### src/rtl/track_ctrl.sv
// track_ctrl: upstream sequencer for the motor stage.
// Filters the three IR line sensors on a 1 ms tick, runs the start countdown,
// line following with left/right correction, junction handling through a
// valid/ack handshake with the path planner, and lost-line handling. The
// registered 5-bit mode code tells the motor stage what to do.
//
// Ports:
//   clk          system clock
//   rst          synchronous active-low reset (0 = reset)
//   start        start button, already synchronised; acted on at its rising edge
//   sensor[2:0]  {L,M,R}, 1 = line under the sensor
//   route_valid  planner holds a junction decision
//   route[1:0]   00 straight, 01 left, 10 right, 11 stop
//   route_ack    one-cycle pulse when a route is consumed (CHOOSE only)
//   mode[4:0]    IDLE 0, START 1, COUNT 2, STRAIGHT 3, CHOOSE 4, LEFT 5,
//                RIGHT 6, BACK 7, STOP 8, ERROR 31
//
// Build option: TRACK_CTRL_LOST_RECOVERY_EN
//   defined   : a lost line enters BACK (reverse for BACK_MS) before giving up
//   undefined : a lost line goes straight to ERROR; BACK is never entered
module track_ctrl #(
  parameter int TICK_DIV  = 100000,
  parameter int DEBOUNCE  = 4,
  parameter int COUNT_MS  = 3000,
  parameter int TURN_MS   = 400,
  parameter int CHOOSE_MS = 1000,
  parameter int LOST_MS   = 500,
  parameter int BACK_MS   = 300
) (
  input  logic       clk,
  input  logic       rst,
  input  logic       start,
  input  logic [2:0] sensor,
  input  logic       route_valid,
  input  logic [1:0] route,
  output logic       route_ack,
  output logic [4:0] mode
);

  localparam int DW = (TICK_DIV > 1) ? $clog2(TICK_DIV) : 1;
  localparam int FW = $clog2(DEBOUNCE + 1);
  localparam int TW = 16;

  typedef enum logic [3:0] {
    S_IDLE, S_START, S_COUNT, S_FOLLOW, S_CORR_L, S_CORR_R, S_CHOOSE,
    S_TURN_L, S_TURN_R, S_BACK, S_STOP, S_ERROR
  } state_t;

  state_t          state, state_nxt;
  logic [TW-1:0]   timer, timer_nxt;
  logic [TW-1:0]   lost_cnt;
  logic            ack_nxt;
  logic [DW-1:0]   div_cnt;
  logic            tick;
  logic [2:0]      last, filt;
  logic [FW-1:0]   same_cnt, same_nxt;
  logic            start_q, start_edge;
  logic            following, lost_hit;

  // 1 ms tick
  assign tick = (div_cnt == DW'(TICK_DIV - 1));

  always_ff @(posedge clk) begin
    if (!rst)      div_cnt <= '0;
    else if (tick) div_cnt <= '0;
    else           div_cnt <= div_cnt + 1'b1;
  end

  // Debounce: count consecutive equal tick samples, saturating at DEBOUNCE
  always_comb begin
    if (sensor != last)                same_nxt = FW'(1);
    else if (same_cnt == FW'(DEBOUNCE)) same_nxt = same_cnt;
    else                               same_nxt = same_cnt + 1'b1;
  end

  always_ff @(posedge clk) begin
    if (!rst) begin
      last     <= '0;
      same_cnt <= '0;
      filt     <= '0;
    end else if (tick) begin
      last     <= sensor;
      same_cnt <= same_nxt;
      if (same_nxt == FW'(DEBOUNCE)) filt <= sensor;
    end
  end

  assign start_edge = start & ~start_q;

  always_ff @(posedge clk) begin
    if (!rst) start_q <= 1'b0;
    else      start_q <= start;
  end

  // Lost-line timer: counts ticks of filt==000 while tracking the line
  assign following = (state == S_FOLLOW) || (state == S_CORR_L) || (state == S_CORR_R);
  assign lost_hit  = tick && (filt == 3'b000) && (lost_cnt == TW'(LOST_MS - 1));

  always_ff @(posedge clk) begin
    if (!rst)                             lost_cnt <= '0;
    else if (!following || filt != 3'b000) lost_cnt <= '0;
    else if (tick)                        lost_cnt <= lost_cnt + 1'b1;
  end

  function automatic logic [4:0] mode_of(input state_t s);
    case (s)
      S_IDLE:            mode_of = 5'd0;
      S_START:           mode_of = 5'd1;
      S_COUNT:           mode_of = 5'd2;
      S_FOLLOW:          mode_of = 5'd3;
      S_CHOOSE:          mode_of = 5'd4;
      S_CORR_L, S_TURN_L: mode_of = 5'd5;
      S_CORR_R, S_TURN_R: mode_of = 5'd6;
      S_BACK:            mode_of = 5'd7;
      S_STOP:            mode_of = 5'd8;
      default:           mode_of = 5'd31;
    endcase
  endfunction

  always_comb begin
    state_nxt = state;
    timer_nxt = (tick && timer != '0) ? timer - 1'b1 : timer;
    ack_nxt   = 1'b0;
    case (state)
      S_IDLE: if (start_edge) state_nxt = S_START;
      S_START: begin
        state_nxt = S_COUNT;
        timer_nxt = TW'(COUNT_MS);
      end
      S_COUNT: if (timer == '0) state_nxt = S_FOLLOW;
      S_FOLLOW, S_CORR_L, S_CORR_R: begin
        if (filt == 3'b111) begin
          state_nxt = S_CHOOSE;
          timer_nxt = TW'(CHOOSE_MS);
        end else if (lost_hit) begin
`ifdef TRACK_CTRL_LOST_RECOVERY_EN
          state_nxt = S_BACK;
          timer_nxt = TW'(BACK_MS);
`else
          state_nxt = S_ERROR;
`endif
        end else if (state == S_FOLLOW) begin
          case (filt)
            3'b100, 3'b110: state_nxt = S_CORR_L;
            3'b001, 3'b011: state_nxt = S_CORR_R;
            default:        state_nxt = S_FOLLOW;
          endcase
        end else if (filt == 3'b010) begin
          state_nxt = S_FOLLOW;
        end
      end
      S_CHOOSE: begin
        if (route_valid) begin
          ack_nxt = 1'b1;
          case (route)
            2'b00: state_nxt = S_FOLLOW;
            2'b01: begin state_nxt = S_TURN_L; timer_nxt = TW'(TURN_MS); end
            2'b10: begin state_nxt = S_TURN_R; timer_nxt = TW'(TURN_MS); end
            default: state_nxt = S_STOP;
          endcase
        end else if (timer == '0) begin
          state_nxt = S_ERROR;
        end
      end
      S_TURN_L, S_TURN_R: if (timer == '0 && filt[1]) state_nxt = S_FOLLOW;
`ifdef TRACK_CTRL_LOST_RECOVERY_EN
      S_BACK: begin
        if (filt != 3'b000)    state_nxt = S_FOLLOW;
        else if (timer == '0) state_nxt = S_ERROR;
      end
`endif
      S_STOP, S_ERROR: if (start_edge) state_nxt = S_IDLE;
      default: state_nxt = S_ERROR;
    endcase
  end

  // mode and route_ack are registered alongside the state they describe
  always_ff @(posedge clk) begin
    if (!rst) begin
      state     <= S_IDLE;
      timer     <= '0;
      mode      <= 5'd0;
      route_ack <= 1'b0;
    end else begin
      state     <= state_nxt;
      timer     <= timer_nxt;
      mode      <= mode_of(state_nxt);
      route_ack <= ack_nxt;
    end
  end

endmodule

### config.mk
export PLATFORM = sky130hd
export DESIGN_NAME = track_ctrl
export DESIGN_NICKNAME = d
export VERILOG_FILES = /design/src/rtl/track_ctrl.sv
export SDC_FILE = /design/constraint.sdc
export NUM_CORES = 1
export LEC_CHECK = 0
export ABC_AREA = 0
export BUFFER_PORTS_ARGS = -buffer_cell sky130_fd_sc_hd__buf_2
export CAP_MARGIN = 20
export CELL_PAD_IN_SITES_DETAIL_PLACEMENT = 0
export CELL_PAD_IN_SITES_GLOBAL_PLACEMENT = 1
export CORE_ASPECT_RATIO = 1.1
export CORE_MARGIN = 2
export CORE_UTILIZATION = 25
export CTS_CLUSTER_SIZE = 24
export DETAILED_ROUTE_END_ITERATION = 7
export MAX_ROUTING_LAYER = met4
export PLACE_DENSITY_LB_ADDON = 0.1
export SLEW_MARGIN = 30
export SYNTH_ARGS = -nofsm -noshare
export SYNTH_HDL_FRONTEND = slang
export SYNTH_SLANG_ARGS = --single-unit
### constraint.sdc
create_clock -name clk -period 4.3 [get_ports clk]
set_input_delay 0.86 -clock clk [delete_from_list [all_inputs] [get_ports clk]]
set_output_delay 0.86 -clock clk [all_outputs]
set_load 0.02 [all_outputs]
**After elaboration in Yosys (flattened, before gate mapping)**

Memories as Yosys holds them, arrays and structs flattened. A register that Yosys moved wholly into a read port is not among the register bits.
Cells that the tools add are included.

- Bits in registers: 64
- Bits in read-only memories: 80
- Input bits: 9
- Output and inout bits: 6
- Word-level logic and storage cells: 86
- Memories: 1

- Add/subtract/negate cells: 4
- Equal/unequal tests: 23
- Multiplexer cells: 21
- Bitwise operators: 3
- Reductions and logical operators: 25

Memory list:

| memory | depth | bits a word | read ports | clocked after memory_dff | write ports | line | text |
|---|---|---|---|---|---|---|---|
| (name not given) | 16 | 5 | 1 | 1 | 0 | 106 | `case (s)` |

Operators by type and width:

| cell | count |
|---|---|
| two-way mux 16 bit | 4 |
| case mux 16 bit (3 select lines) | 1 |
| two-way mux 4 bit | 10 |
| case mux 4 bit (7 select lines) | 1 |
| adder 17 x 1 -> 17 bit, second input constant | 1 |
| == test 17 bit, second input constant | 1 |
| adder 16 x 1 -> 16 bit, second input constant | 1 |
| == test 16 x 9 -> 1 bit, second input constant | 1 |
| == test 4 x 3 -> 1 bit, second input constant | 4 |
| zero test 16 bit | 1 |
| nonzero test 16 bit | 1 |
| subtractor 16 x 1 -> 16 bit, second input constant | 1 |
| == test 3 bit, second input constant | 5 |
| OR reduction 2 bit | 7 |
| == test 4 bit, second input constant | 3 |
| case mux 4 bit (3 select lines) | 1 |
| == test 4 x 2 -> 1 bit, second input constant | 2 |
| == test 3 x 2 -> 1 bit, second input constant | 2 |
| two-way mux 3 bit | 2 |
| case mux 3 bit (2 select lines) | 1 |
| == test 4 x 1 -> 1 bit, second input constant | 1 |
| logical AND 1 bit | 4 |
| zero test 4 bit | 1 |
| AND reduction 2 bit | 2 |
| 14 further kinds | 18 |

**Depth between registers and ports, before layout**

- Depth in word-level cells: 7
- Mapped depth: 10
- Depth with buffers taken out: 10

**Least setup slack after synthesis**

OpenSTA, ideal clock, no wires.

- Kind: register -> register
- Start point: register div_cnt[0]
- End point: register mode[1]
- Data arrival time: 2.618 ns
- Data required time: 4.212 ns
- Slack: 1.594 ns
- Stages on the path, launching flop included: 10
- Buffers on the path: 0
- Clock period less this slack: 2.706 ns
- Path through: dfxtp_1 ha_1 and4_1 nand4_1 or4b_4 a21o_1 and3_1 ha_1 mux2_2 a311oi_2

- Longest elaborated chain between the ends: 6

RTL lines:

| item | line | text |
|---|---|---|
| start: declaration | 53 | `logic [DW-1:0] div_cnt;` |
| start signal: assignment | 66 | `else div_cnt <= div_cnt + 1'b1;` |
| == test 17 bit | 61 | `assign tick = (div_cnt == DW'(TICK_DIV - 1));` |
| logical AND 1 bit (2 in series) | 97 | `assign lost_hit = tick && (filt == 3'b000) && (lost_cnt == TW'(LOST_MS - 1));` |
| two-way mux 4 bit | 135 | `end else if (lost_hit) begin` |
| two-way mux 4 bit | 132 | `if (filt == 3'b111) begin` |
| case mux 4 bit (7 select lines) | 124 | `case (state)` |
| end: declaration | 37 | `output logic [4:0] mode` |

Every way passes these cells.
A chain may end at the register's enable or synchronous reset.

**Worst setup path in the final report**

Ends and elaborated chain as after synthesis.

==> metrics.yaml <==
synthesis:
  synth_top_cell_by_area: "dfxtp_1"
  synth_cells: 428
  ys_types: 59
  yosysTopAreaCellShare_pct: 38.16
  ys_top_cells_by_count: "69 x dfxtp_1, 65 x nor2_1, 40 x nand2_1"
  async_flop_share_pct: 0
  synth_edf_count: 0
  yosysSeqAreaShare_pct: 38.16
  syn_area_um2: 3620
  yosys-top-cells-area: "dfxtp_1 38%, xor2_1 6.8%, nor2_1 6.7%, ha_1 4.5%, nand2_1 4.1%"
  synth.most_common_cell: "dfxtp_1"
  ys_seq_elements: 69
  synthesis.nets: 450
  yosys_warnings: 0
  syn_avg_cell_area_um2: 8.457
  ys.flop_type: "dfxtp_1"
finish:
  area_growth_pct: 17.18
  layout.cells.non_filler: 638
  finalCoreUtilization_pct: 29.72
  antenna_cells: 0
  nNetsFinal: 463
  drive_gt1_share_pct: 11.88
timing:
  finClkSkew_ns: 0.005479
  slew_headroom_pct: 46.34
  fmax_mhz: 322.7
  setup_viol: 0
  min_period_ns: 3.099
  tightest_slew_ns: 0.8041
  worst_slack_ns: 1.201
  min_period_over_period_pct: 72.06
  rsz0062_at_grt: "no"
  finalMaxSlewViolations: 0
  hold_viol_final: 0
  fin_tns_setup_ns: 0
route:
  via_per_inst: 4.591
  dr.pass1.iters: 4
  first_iter_violations: 146
  route.detailed.drc: 0
  num_vias: 2929
  wl_per_cell_um: 13.90
  wirelength_um: 8867
  ant_nets: 0
worst_setup_path:
  crit_buf_inv: 0
  critPathRequiredTime_ns: 4.54
  r2r_start: "div_cnt[0]"
  ff2ff_setup_slack_ns: 1.20
  path_cells: "ha_1, and4_1, nand4_1, or4b_4, a21o_1, and3_1, ha_1, mux2_2, a311oi_2"
  critical_path_class: "flop to flop"
  path_max_fanout: 7
  critPathMostFrequentCell: "ha_1"
  worst_path_max_delay_cell: "or4b_4"
  endpoint_kind: "flop"
  critPathLaunchType: "flop"
  max_stage_delay_ns: 0.65
  r2r_end: "mode[1]"
  path_delay_family: "simple AND/OR/NAND/NOR gates"
  crit_arrival_ns: 3.33
  reg2reg_depth: 9
min_path:
  hp-class: "flop to flop"
  hold_depth: 2
  hold_start: "last[2]"
  min_to: "last[2]"
clock_tree:
  cts-root-buf: "clkbuf_16"
  clk_pin_slew_worst_paths_ns: 0.06
  cts.repair.resized: 0
  numCtsBuffers: 9
  clk_path_buf_depth: 2
  cts_tree: "done"
  postCtsSetupBuffers: 0
  h-tree-depth: 3
  cts.sinks: 69
  clk-insertion-delay-late_ns: 0.33
  cts_hold_buf: 0
die:
  core-area_um2: 14270
  die-area_um2: 15460
  start_util_pct: 25.36
  chipHeight_um: 130.2
  rows: 46
  ios: 15
  fp.dieW_um: 118.7
status:
  status: "finished, final reports clean"
global_routing:
  grt-ovfl-total: 0
  grt_use_total_pct: 12.58
  grt_max_degree: 22
  antenna_found_initial: 0
  first_global_vias: 2962
  grt_pass1_wl_um: 14870
power:
  leakage_nw: 1.501
  fin_total_pwr_mw: 1.694
  irDropWorstVdd_mv: 0.1490
  powerDensity_nw_per_um2: 399.5
placed_design:
  dp_hpwl_um: 6387
  numPortBuffers: 14
  place.gp.congestion: 0.7689
  dp_cells: 622
  pre_cts_slack_ns: 1.214
flow_run:
  max_cap_viol_count: 0
-- cell families (layout without fill, tap and decap cells) --
| family | count (synthesis) | count (layout) | share of synthesized area (%) |
|---|---|---|---|
| and+or+nand+nor | 198 | 198 | 28.62 |
| AOI/OAI and AO/OA | 70 | 70 | 13.55 |
| DFF | 69 | 69 | 38.16 |
| xor gates and xnor gates | 43 | 43 | 10.40 |
| buffers and inverters | 29 | 47 | 3.007 |
| adders and majority gates | 13 | 13 | 4.494 |
| muxes | 6 | 6 | 1.763 |
-- stage by stage --
stage	hold slack, ns	cell area, um^2
finish	0.4675	4242
global route	0.4883	4242
CTS	0.4715	4237
detailed placement	0.4588	3896
global placement	0.4444	3896
floorplan	0.4299	3620
-- where the power goes --
part	switching, mW	internal (mW)
Sequential	0.0215	0.656
Clock	0.283	0.566
Combinational	0.0991	0.0684
Total	0.404	1.29
-- tightest hold or removal path, delay by kind of cell, from the launching register on --
| family | cells | cell delay (ns) |
|---|---|---|
| AOI/OAI and AO/OA | 1 | 0.05 |
| DFF | 1 | 0.32 |
| and+or+nand+nor | 1 | 0.05 |
-- layout make-up --
class	count	area [um^2]
fill	1582	10030
multi-input combinational	330	2135
sequential	69	1381
tap	192	240.2
clock buffer	10	229.0
clock inverter	6	111.4
timing repair buffer	17	92.59
inverter	14	52.55
-- state kept, by name, summed over array words and instances, names as in the netlist --
name	flops
route_ack	1
timer	16
div_cnt	17
filt	3
last	3
same_cnt	3
mode	5
lost_cnt	16
state	4
start_q	1
-- how the worst max path moves through the flow --
stage	depth (start not counted)	endpoint	startpoint	slack, ns
2_1_floorplan	9	mode[1]	div_cnt[0]	1.59
3_3_place_gp	9	mode[1]	div_cnt[0]	1.29
3_5_place_dp	9	mode[1]	div_cnt[0]	1.21
4_1_cts	9	mode[1]	div_cnt[0]	1.18
5_1_grt	9	mode[1]	div_cnt[0]	0.98
6_report	9	mode[1]	div_cnt[0]	1.20
-- layer usage --
metal / global-route usage, % / part of all wire (%) / vias to the layer above
li1: - / - / 1526
met1: 15.29 / 49 / 1369
met2: 20.49 / 47 / 27
met3: 2.098 / 2.3 / 7
met4: 5.882 / 1.4 / 0
met5: - / 0 / -
-- cell usage in the layout, fill, tap and decap left out, types with 9 or more instances in the layout --
cell / n
nand3_1: 19
a21oi_1: 23
dfxtp_1: 69
nand2_1: 40
xor2_1: 28
inv_1: 14
clkbuf_16: 9
nor3_1: 11
nor2_1: 65
and3_1: 9
ha_1: 13
buf_2: 14
xnor2_1: 15
Power figures use the tool's default switching activity.
